==> src/rtl/video_pkg.sv <==
// video_pkg: shared counter width, default frame geometry and crop FSM encoding
package video_pkg;
  localparam int CNT_W       = 11;
  localparam int FRAME_W_DEF = 800;
  localparam int FRAME_H_DEF = 480;
  typedef enum logic {WAIT_SOF = 1'b0, RUN = 1'b1} crop_state_t;
endpackage

==> src/rtl/picture_crop_win_if.sv <==
// picture_crop_win_if: input pixel stream and cropped output stream with SOF/EOL/EOF markers
interface picture_crop_win_if #(parameter int DATA_W = 16) ();
  logic              pix_vld;
  logic              pix_sof;
  logic [DATA_W-1:0] pix_data;
  logic              crop_vld;
  logic              crop_sof;
  logic              crop_eol;
  logic              crop_eof;
  logic [DATA_W-1:0] crop_data;
  modport master (output pix_vld, pix_sof, pix_data, input crop_vld, crop_sof, crop_eol, crop_eof, crop_data);
  modport slave  (input pix_vld, pix_sof, pix_data, output crop_vld, crop_sof, crop_eol, crop_eof, crop_data);
endinterface

==> src/rtl/pix_pos_counter.sv <==
// pix_pos_counter: x/y pixel position with runtime wrap limits, load-to-origin and last-pixel flag
module pix_pos_counter #(parameter int CNT_W = 11) (
  input  logic             clk,
  input  logic             rst_n,
  input  logic             i_en,
  input  logic             i_zero,
  input  logic [CNT_W-1:0] i_lim_x,
  input  logic [CNT_W-1:0] i_lim_y,
  output logic [CNT_W-1:0] o_x,
  output logic [CNT_W-1:0] o_y,
  output logic [CNT_W-1:0] o_cx,
  output logic [CNT_W-1:0] o_cy,
  output logic             o_last
);
  logic w_last_x, w_last_y;
  // o_cx/o_cy: position of the pixel being accepted now, after an optional forced origin
  assign o_cx     = i_zero ? '0 : o_x;
  assign o_cy     = i_zero ? '0 : o_y;
  assign w_last_x = o_cx == i_lim_x - CNT_W'(1);
  assign w_last_y = o_cy == i_lim_y - CNT_W'(1);
  assign o_last   = w_last_x & w_last_y;
  always_ff @(posedge clk or negedge rst_n)
    if (!rst_n) begin
      o_x <= '0;
      o_y <= '0;
    end else if (i_en) begin
      o_x <= w_last_x ? '0 : o_cx + CNT_W'(1);
      o_y <= w_last_x ? (w_last_y ? '0 : o_cy + CNT_W'(1)) : o_cy;
    end
endmodule

==> src/rtl/picture_crop_win.sv <==
// picture_crop_win: runtime crop window with shadowed config, 2:1 decimation and SOF resync
module picture_crop_win #(
  parameter int DATA_W   = 16,
  parameter int CNT_W    = video_pkg::CNT_W,
  parameter bit SOF_SYNC = 1'b1
) (
  input  logic             gmii_rx_clk,
  input  logic             sys_rst_n,
  picture_crop_win_if.slave bus,
  input  logic [CNT_W-1:0] frame_w,
  input  logic [CNT_W-1:0] frame_h,
  input  logic [CNT_W-1:0] win_x0,
  input  logic [CNT_W-1:0] win_y0,
  input  logic [CNT_W-1:0] win_w,
  input  logic [CNT_W-1:0] win_h,
  input  logic             dec_en,
  output logic [CNT_W-1:0] pix_cntx,
  output logic [CNT_W-1:0] pix_cnty,
  output logic             frame_done,
  output logic             cfg_err,
  output logic             sync_err
);
  video_pkg::crop_state_t r_state;
  logic [CNT_W-1:0] r_fw, r_fh, r_x0, r_y0, r_w, r_h;
  logic r_dec;
  logic [CNT_W-1:0] w_fw, w_fh, w_x0, w_y0, w_w, w_h, w_cx, w_cy, w_lx, w_ly;
  logic [CNT_W:0] w_xe, w_ye;
  logic [DATA_W-1:0] w_pix;
  logic w_acc, w_org, w_dec, w_last, w_err, w_in, w_keep;
  assign w_pix = bus.pix_data;
  assign w_acc = bus.pix_vld & (r_state == video_pkg::RUN | bus.pix_sof);
  pix_pos_counter #(.CNT_W(CNT_W)) u_pos (
    .clk(gmii_rx_clk), .rst_n(sys_rst_n), .i_en(w_acc), .i_zero(bus.pix_sof),
    .i_lim_x(w_fw), .i_lim_y(w_fh), .o_x(pix_cntx), .o_y(pix_cnty),
    .o_cx(w_cx), .o_cy(w_cy), .o_last(w_last)
  );
  // The origin pixel already uses the live geometry it is about to shadow
  assign w_org = w_acc & w_cx == '0 & w_cy == '0;
  assign w_fw  = w_org ? frame_w : r_fw;
  assign w_fh  = w_org ? frame_h : r_fh;
  assign w_x0  = w_org ? win_x0 : r_x0;
  assign w_y0  = w_org ? win_y0 : r_y0;
  assign w_w   = w_org ? win_w : r_w;
  assign w_h   = w_org ? win_h : r_h;
  assign w_dec = w_org ? dec_en : r_dec;
  assign w_xe  = {1'b0, w_x0} + {1'b0, w_w};
  assign w_ye  = {1'b0, w_y0} + {1'b0, w_h};
  assign w_err = w_w == '0 | w_h == '0 | w_xe > {1'b0, w_fw} | w_ye > {1'b0, w_fh};
  // With decimation an even-sized span ends one short, on the x0/y0 parity
  assign w_lx  = w_x0 + w_w - CNT_W'(1) - CNT_W'(w_dec & ~w_w[0]);
  assign w_ly  = w_y0 + w_h - CNT_W'(1) - CNT_W'(w_dec & ~w_h[0]);
  assign w_in  = w_cx >= w_x0 & {1'b0, w_cx} < w_xe & w_cy >= w_y0 & {1'b0, w_cy} < w_ye &
                 (~w_dec | (w_cx[0] == w_x0[0] & w_cy[0] == w_y0[0]));
  assign w_keep = w_acc & w_in & ~w_err;
  always_ff @(posedge gmii_rx_clk or negedge sys_rst_n)
    if (!sys_rst_n) begin
      r_state <= SOF_SYNC ? video_pkg::WAIT_SOF : video_pkg::RUN;
      {r_fw, r_fh, r_x0, r_y0, r_w, r_h} <= '0;
      r_dec         <= 1'b0;
      cfg_err       <= 1'b0;
      sync_err      <= 1'b0;
      frame_done    <= 1'b0;
      bus.crop_vld  <= 1'b0;
      bus.crop_data <= '0;
      bus.crop_sof  <= 1'b0;
      bus.crop_eol  <= 1'b0;
      bus.crop_eof  <= 1'b0;
    end else begin
      if (w_acc) r_state <= video_pkg::RUN;
      if (w_org) begin
        {r_fw, r_fh, r_x0, r_y0, r_w, r_h} <= {frame_w, frame_h, win_x0, win_y0, win_w, win_h};
        r_dec   <= dec_en;
        cfg_err <= w_err;
      end
      if (w_acc & bus.pix_sof & r_state == video_pkg::RUN & (pix_cntx != '0 | pix_cnty != '0))
        sync_err <= 1'b1;
      frame_done   <= w_acc & w_last;
      bus.crop_vld <= w_keep;
      if (w_keep) bus.crop_data <= w_pix;
      bus.crop_sof <= w_keep & w_cx == w_x0 & w_cy == w_y0;
      bus.crop_eol <= w_keep & w_cx == w_lx;
      bus.crop_eof <= w_keep & w_cx == w_lx & w_cy == w_ly;
    end
endmodule
==> src/flat_wrapper.sv <==
// flat-port wrapper written by rule: the top's interface ports become plain ports
module picture_crop_win_flat 
#(
  parameter int DATA_W   = 16,
  parameter int CNT_W    = video_pkg::CNT_W,
  parameter bit SOF_SYNC = 1'b1
)
  (gmii_rx_clk, sys_rst_n, frame_w, frame_h, win_x0, win_y0, win_w, win_h, dec_en, pix_cntx, pix_cnty, frame_done, cfg_err, sync_err, bus_pix_vld, bus_pix_sof, bus_pix_data, bus_crop_vld, bus_crop_sof, bus_crop_eol, bus_crop_eof, bus_crop_data);
  picture_crop_win_if #(.DATA_W(DATA_W)) bus_i ();
  input  logic gmii_rx_clk;
  input  logic sys_rst_n;
  input  logic [CNT_W-1:0] frame_w;
  input  logic [CNT_W-1:0] frame_h;
  input  logic [CNT_W-1:0] win_x0;
  input  logic [CNT_W-1:0] win_y0;
  input  logic [CNT_W-1:0] win_w;
  input  logic [CNT_W-1:0] win_h;
  input  logic dec_en;
  output logic [CNT_W-1:0] pix_cntx;
  output logic [CNT_W-1:0] pix_cnty;
  output logic frame_done;
  output logic cfg_err;
  output logic sync_err;
  input wire logic [$bits(bus_i.pix_vld)-1:0] bus_pix_vld;
  input wire logic [$bits(bus_i.pix_sof)-1:0] bus_pix_sof;
  input wire logic [$bits(bus_i.pix_data)-1:0] bus_pix_data;
  output wire logic [$bits(bus_i.crop_vld)-1:0] bus_crop_vld;
  output wire logic [$bits(bus_i.crop_sof)-1:0] bus_crop_sof;
  output wire logic [$bits(bus_i.crop_eol)-1:0] bus_crop_eol;
  output wire logic [$bits(bus_i.crop_eof)-1:0] bus_crop_eof;
  output wire logic [$bits(bus_i.crop_data)-1:0] bus_crop_data;
  assign bus_i.pix_vld = bus_pix_vld;
  assign bus_i.pix_sof = bus_pix_sof;
  assign bus_i.pix_data = bus_pix_data;
  assign bus_crop_vld = bus_i.crop_vld;
  assign bus_crop_sof = bus_i.crop_sof;
  assign bus_crop_eol = bus_i.crop_eol;
  assign bus_crop_eof = bus_i.crop_eof;
  assign bus_crop_data = bus_i.crop_data;
  picture_crop_win #(.DATA_W(DATA_W), .CNT_W(CNT_W), .SOF_SYNC(SOF_SYNC)) u_core (.gmii_rx_clk(gmii_rx_clk), .sys_rst_n(sys_rst_n), .bus(bus_i), .frame_w(frame_w), .frame_h(frame_h), .win_x0(win_x0), .win_y0(win_y0), .win_w(win_w), .win_h(win_h), .dec_en(dec_en), .pix_cntx(pix_cntx), .pix_cnty(pix_cnty), .frame_done(frame_done), .cfg_err(cfg_err), .sync_err(sync_err));
endmodule
==> config.mk <==
export PLATFORM = sky130hd
export DESIGN_NAME = picture_crop_win_flat
export DESIGN_NICKNAME = d
export VERILOG_FILES = /design/src/rtl/video_pkg.sv /design/src/rtl/picture_crop_win_if.sv /design/src/rtl/pix_pos_counter.sv /design/src/rtl/picture_crop_win.sv /design/src/flat_wrapper.sv
export SDC_FILE = /design/constraint.sdc
export NUM_CORES = 1
export LEC_CHECK = 0
export ABC_AREA = 1
export BUFFER_PORTS_ARGS = -buffer_cell sky130_fd_sc_hd__buf_2
export CORE_MARGIN = 10
export CORE_UTILIZATION = 65
export DETAILED_ROUTE_END_ITERATION = 6
export PLACE_DENSITY = 0.88
export SLEW_MARGIN = 20
export SYNTH_ARGS = -nofsm -noshare
export SYNTH_HDL_FRONTEND = slang
export SYNTH_SLANG_ARGS = --single-unit
==> constraint.sdc <==
create_clock -name gmii_rx_clk -period 16.9 [get_ports gmii_rx_clk]
set_clock_uncertainty 0.1 [all_clocks]
set_input_delay 1.69 -clock gmii_rx_clk [delete_from_list [all_inputs] [get_ports gmii_rx_clk]]
set_output_delay 1.69 -clock gmii_rx_clk [all_outputs]
set_load 0.05 [all_outputs]
# Word-level counts from Yosys, hierarchy flattened
# Cells that the tools add are included.
# op_classes
addsub	12
n_lt_le_gt_ge	6
eq_ne	8
muxes	12
bitwise	31
n_reduce_logical	6
# op_table
cell	n
$mux 11	11
$eq 11x11->1	6
$logic_not 11->1	4
$sub 11x1->11 const B	4
$add 11x11->12	2
$gt 12x11->1	2
$lt 11x12->1	2
$add 11x1->11 const B	2
$add 11x11->11	2
$and 1x11->11	2
$ge 11x11->1	2
$not 1->11	2
$reduce_bool 11->1	2
$sub 11x11->11	2
$and 1x1->1	19
$or 1x1->1	6
$eq 1x1->1	2
$not 1->1	2
$mux 1	1
# word_totals
regBits	113
inputBits	87
wordCells	93

# Depth between registers and ports, before layout
# depth
depth_word	15
mapped_depth	41
depth_no_buf	35

# By module
# Synthesis repeated with hierarchy kept, for this count alone.
# unflattened
cells_unflattened	1646
area_unflattened_um2	10935.5
# modules_own_cells
module	instances	cells_each	area_each_um2
picture_crop_win	1	1141	8247.9
pix_pos_counter	1	505	2687.6

# Worst setup path after synthesis
# No wires, ideal clock.
# synth_timing
path_type	input to register
start	input port bus_pix_sof
end	register u_core.bus.crop_data[10]
arrival_time_ns	7.098
setup_slack_ns	9.585
stages	34
path_buffers	7
path_cell_list	buf_4 -> clkbuf_1 -> nor2_1 -> inv_1 -> ha_1 -> nand2_1 -> a21oi_2 -> nand2_1 -> nor2_4 -> nand3_2 -> buf_2 -> buf_6 -> clkbuf_1 -> clkbuf_1 -> nand2_1 -> o21ai_0 -> inv_1 -> ha_1 -> nand3_1 -> and2_1 -> o31ai_1 -> a21o_1 -> a21oi_1 -> o21ai_0 -> a21o_1 -> xor2_1 -> inv_1 -> ha_1 -> nand2_1 -> o41ai_1 -> nand3_2 -> buf_2 -> nand2_1 -> nand2_1
# synth_between
word_cells_on_any_way	40
classes_between	2 x add/sub; 6 x order compare; 2 x eq/ne; 9 x mux; 17 x bitwise; 4 x reduce/logical
# synth_lines
element	line_no	rtl
from (decl)	flat_wrapper.sv:25	input wire logic [$bits(bus_i.pix_sof)-1:0] bus_pix_sof;
$mux 11 or $or 1x1->1 (tied branches)	pix_pos_counter.sv:17, picture_crop_win.sv:31	
$logic_not 11->1 or $and 1x1->1 (tied branches)	picture_crop_win.sv:38, picture_crop_win.sv:31	
$and 1x1->1	picture_crop_win.sv:38	assign w_org = w_acc & w_cx == '0 & w_cy == '0;
$and 1x1->1 *	picture_crop_win.sv:38	
$mux 11 *	picture_crop_win.sv:42	assign w_y0 = w_org ? win_y0 : r_y0;
net u_core.w_y0[3]	picture_crop_win.sv:26	logic [CNT_W-1:0] w_fw, w_fh, w_x0, w_y0, w_w, w_h, w_cx, w_cy, w_lx, w_ly;
$add 11x11->12 or $ge 11x11->1 (tied branches)	picture_crop_win.sv:47, picture_crop_win.sv:52	
$lt 11x12->1 or $and 1x1->1 (tied branches)	picture_crop_win.sv:52	assign w_in = w_cx >= w_x0 & {1'b0, w_cx} < w_xe & w_cy >= w_y0 & {1'b0, w_cy} < w_ye &
$and 1x1->1 (2 in a row)	picture_crop_win.sv:52	
$and 1x1->1	picture_crop_win.sv:54	assign w_keep = w_acc & w_in & ~w_err;
$and 1x1->1 *	picture_crop_win.sv:54	
to (signal assigned)	picture_crop_win.sv:79	if (w_keep) bus.crop_data <= w_pix;
to (decl)	picture_crop_win_if.sv:12	modport slave (input pix_vld, pix_sof, pix_data, output crop_vld, crop_sof, crop_eol, crop_eof, crop_data);
# Mark *: on every way through the listed nets, which the timed path passes. The rest lies on a longest branch.
# A chain may end at the register's enable or synchronous reset.

# Worst setup path in the final report
# layout_timing
start	input port bus_pix_sof
end	register u_core.bus.crop_data[3]
# Same word-level chain as after synthesis.

==> impl_results.md <==
- Final setup violation count: 0
- CP Class: input pin to flip-flop
- DRT iter0 DRCs: between 800 and 900
- Synth cell types: 48
- Fill count: 1257
- Total track usage: around 28%
- Avg Inst Size Synth: around 7.0 sq um
- Die height: between 100 and 150 um
- Switch share: about half
- Via density: 5.590
- CTS H-tree lvls: 4
- Comb power frac: between 60% and 70%
- Crit share post-route: 53.78%
- Clk_lat worst skew: 0.43 ns
- Failing checks: design-rule violations
- Cts bufs inserted: 17
- Async S/R FF share, synth: 100.0%
- Met3 Use GR: slightly below 6%
- Dpl hpwl: approximately 24 mm
- Port Buffer Count: 131
- Total Neg Setup Slack: 0 ns
- Total power: just over 2 mW
- Synth top area cells: dfrtp_1 (27%), ha_1 (16%), nand2_1 (14%)
- PnR worst setup slack: just under 8 ns
- Fin nets: 1822
- Max-cap viol count: 0
- CP most frequent cell: nand2_1
- Antenna violations before repair: 0
- Number of global-route vias before repair: about 10000
- Cell area power density: 172.4 nW/um^2
- Full die area: between 20000 and 25000 sq um
- Post-CTS Resized: 0
- Final core occ: 74.68%
- F_max: about 0.11 GHz
- Slew Limit Fails: 0
- Outcome: finished with violations
- RSZ-0062 raised after global routing: false
- Worst-Margin Slew: slightly below 1 ns
- Most frequent cells in the layout: nand2_1 (388), inv_1 (276), ha_1 (131)
- Post-synth top area share: between 20% and 30%
- GPL Wtd Cong: approximately 0.96
- Grt ovf: 0
- Worst VDD drop: approximately 0.12 mV
- DR pass1 iterations: 7
- Setup crit start kind: input pin
- Root Buffer: clkbuf_16
- Leak: approximately 6.7 nW
- Worst Path Arrival: roughly 9.4 ns
- Dominant cell type by area after synthesis: dfrtp_1
- Slowest cell on crit path: o41ai_1
- Gr busiest metal: met2
- # clock sinks: roughly 110
- Most common cell after layout, fill and taps aside: nand2_1
- Top FF cell, synth: dfrtp_1
- GR Util met2: around 45%
- Boundary pin count: ~130
- CP max stage delay: between 0.8 and 0.9 ns
- Type of the most critical hold path: flip-flop to flip-flop
- Detail Route Antenna Nets: 0
- Fin crit period: between 9 and 10 ns
- Vias post-DR: between 10000 and 15000
- Largest net degree at the start of global routing: between 50 and 60
- Final Hold Viols: 0
- Power share of the sequential group: 17.5%
- Routed len/inst: ~17 um
- Sequential share of the synthesized area: between 20 and 30%
- Power Internal: about 1.0 mW
- Met1 usage: between 30% and 40%
- NetSw: ~1 mW
- DIE WIDTH: between 100 and 150 um
- Max_slew headroom: between 30% and 40%
- Worst Setup End Kind: flip-flop
- Layout area overhead: 13.57%
- First-pass GRT wire length: between 40 and 50 mm
- FF+latch count, synth: approximately 110
- Post-synthesis cell count: approximately 1500
- FP Rows: 46
- Initial Utilization: about two thirds
- Required time of the critical path: 17.17 ns
- Share of layout cells above drive strength 1: around 14%
- # hold bufs at CTS: 0
- Clock Power Share: a little under a fifth
- Max Buffers Root-to-Sink: 2
- Routed WL: about 30 mm
- CP max FO: 55
- DRC viols: 3
- Post-CTS setup buffer count: 0
- CTS tree: yes
- Place WS: approximately 7.4 ns
- Syn Std Cell Area: a little over 10000 sq um
- Synth Warn #: 0
- ANT cells: 0
- Clk slew on worst S/H paths: ~0.06 ns
- Core area: ~16000 sq um
- Number of synthesized flops with an enable pin: 0
- Post-Syn Nets: around 1700
-- cell type report --
class / instances / area, sq um / area share (%)
multi-input cells: 1053 / 6321 / 53.67
clock inverters: 14 / 180.2 / 1.530
flip-flops and latches: 113 / 2828 / 24.01
repair buffers: 135 / 688.2 / 5.843
well taps: 216 / 270.3 / 2.295
inverters: 280 / 1051 / 8.924
clock buffers: 18 / 439.2 / 3.729
-- registers in the layout, indices dropped and copies added, names as in the netlist --
register and cells:
u_core.r_dec 1, u_core.bus.crop_sof 1, u_core.r_h 11, u_core.r_y0 11
u_core.r_x0 11, u_core.r_w 11, u_core.r_state 1, u_core.cfg_err 1
u_core.u_pos.o_y 11, u_core.r_fh 11, u_core.bus.crop_eol 1, u_core.r_fw 11
u_core.bus.crop_eof 1, u_core.bus.crop_vld 1, u_core.frame_done 1, u_core.bus.crop_data 16
u_core.u_pos.o_x 11, u_core.sync_err 1
-- routing by layer --
layer  up-vias  part of all wire (%)
li1       4975                     -
met1      4656                    44
met2       502                    44
met3        92                   7.9
met4         0                   4.1
met5         -                     0
-- synthesized netlist by cell type (2+ instances only) --
cell type	count
a211oi_1	4
a21o_1	7
a21oi_1	62
a31oi_1	3
and2_1	2
buf_2	6
buf_4	3
buf_6	8
clkbuf_1	10
dfrtp_1	113
fa_1	4
ha_1	131
inv_1	276
inv_2	4
nand2_1	388
nand2_2	8
nand3_1	68
nand3_2	5
nand4_1	34
nor2_1	80
nor2_2	6
nor2_4	3
nor3_1	22
nor4_1	13
o2111ai_1	2
o211ai_1	8
o21a_1	5
o21ai_0	62
o21ai_1	13
o21ai_2	5
o21ai_4	2
o21bai_1	8
o22ai_1	10
o31ai_1	3
or2_2	18
xnor2_1	10
xor2_1	56
-- through the flow --
step	cells	cell area [sq um]	hold slack [ns]
2_1_floorplan	1473	10370	0.3631
3_3_place_gp	1797	11160	0.3513
3_5_place_dp	1797	11160	0.3531
4_1_cts	1829	11780	0.3628
5_1_grt	1829	11780	0.4020
6_report	1829	11780	0.3607
-- power groups by stage --
stage | combinational, mW | clock, mW | sequential [mW]
2_1_floorplan | 0.937 | 0 | 0.395
6_report | 1.29 | 0.384 | 0.356
5_1_grt | 1.46 | 0.397 | 0.362
3_5_place_dp | 1.25 | 0 | 0.358
3_3_place_gp | 1.21 | 0 | 0.357
4_1_cts | 1.27 | 0.384 | 0.355
-- worst paths after layout --
kind / from / to / slack [ns] / cells after the start
min in group asynchronous: sys_rst_n / u_core.r_fw[6]$_DFF_PN0_ / 1.23 / 1
min: u_core.sync_err$_DFFE_PN0P_ / u_core.sync_err$_DFFE_PN0P_ / 0.36 / 1
max: bus_pix_sof / u_core.bus.crop_data[3]$_DFFE_PN0P_ / 7.81 / 31
max in group asynchronous: sys_rst_n / u_core.r_x0[0]$_DFF_PN0_ / 14.28 / 2
min reg2reg: u_core.sync_err$_DFFE_PN0P_ / u_core.sync_err$_DFFE_PN0P_ / 0.36 / 1
max reg2reg: u_core.u_pos.o_y[0]$_DFFE_PN0N_ / u_core.bus.crop_data[3]$_DFFE_PN0P_ / 8.91 / 31
-- critical path: cells and delay by family --
kind	cells	cell delay (ns)
AOI/OAI and AO/OA	8	1.81
xor gates and xnor gates	1	0.19
adders and majority gates	3	1.03
buffers and inverters	6	1.71
and+or+nand+nor	13	2.91
-- logic make-up (layout without fill, tap and decap cells) --
logic type	Yosys count	after routing	synth area share, %
AO/OA/AOI/OAI	201	201	11.43
XOR/XNOR	66	66	5.574
adder cells (fa/ha/maj)	135	135	16.58
buffers and inverters	307	447	11.87
flip-flops	113	113	27.27
AND/OR/NAND/NOR	651	651	27.28
Power figures use the tool's default switching activity.
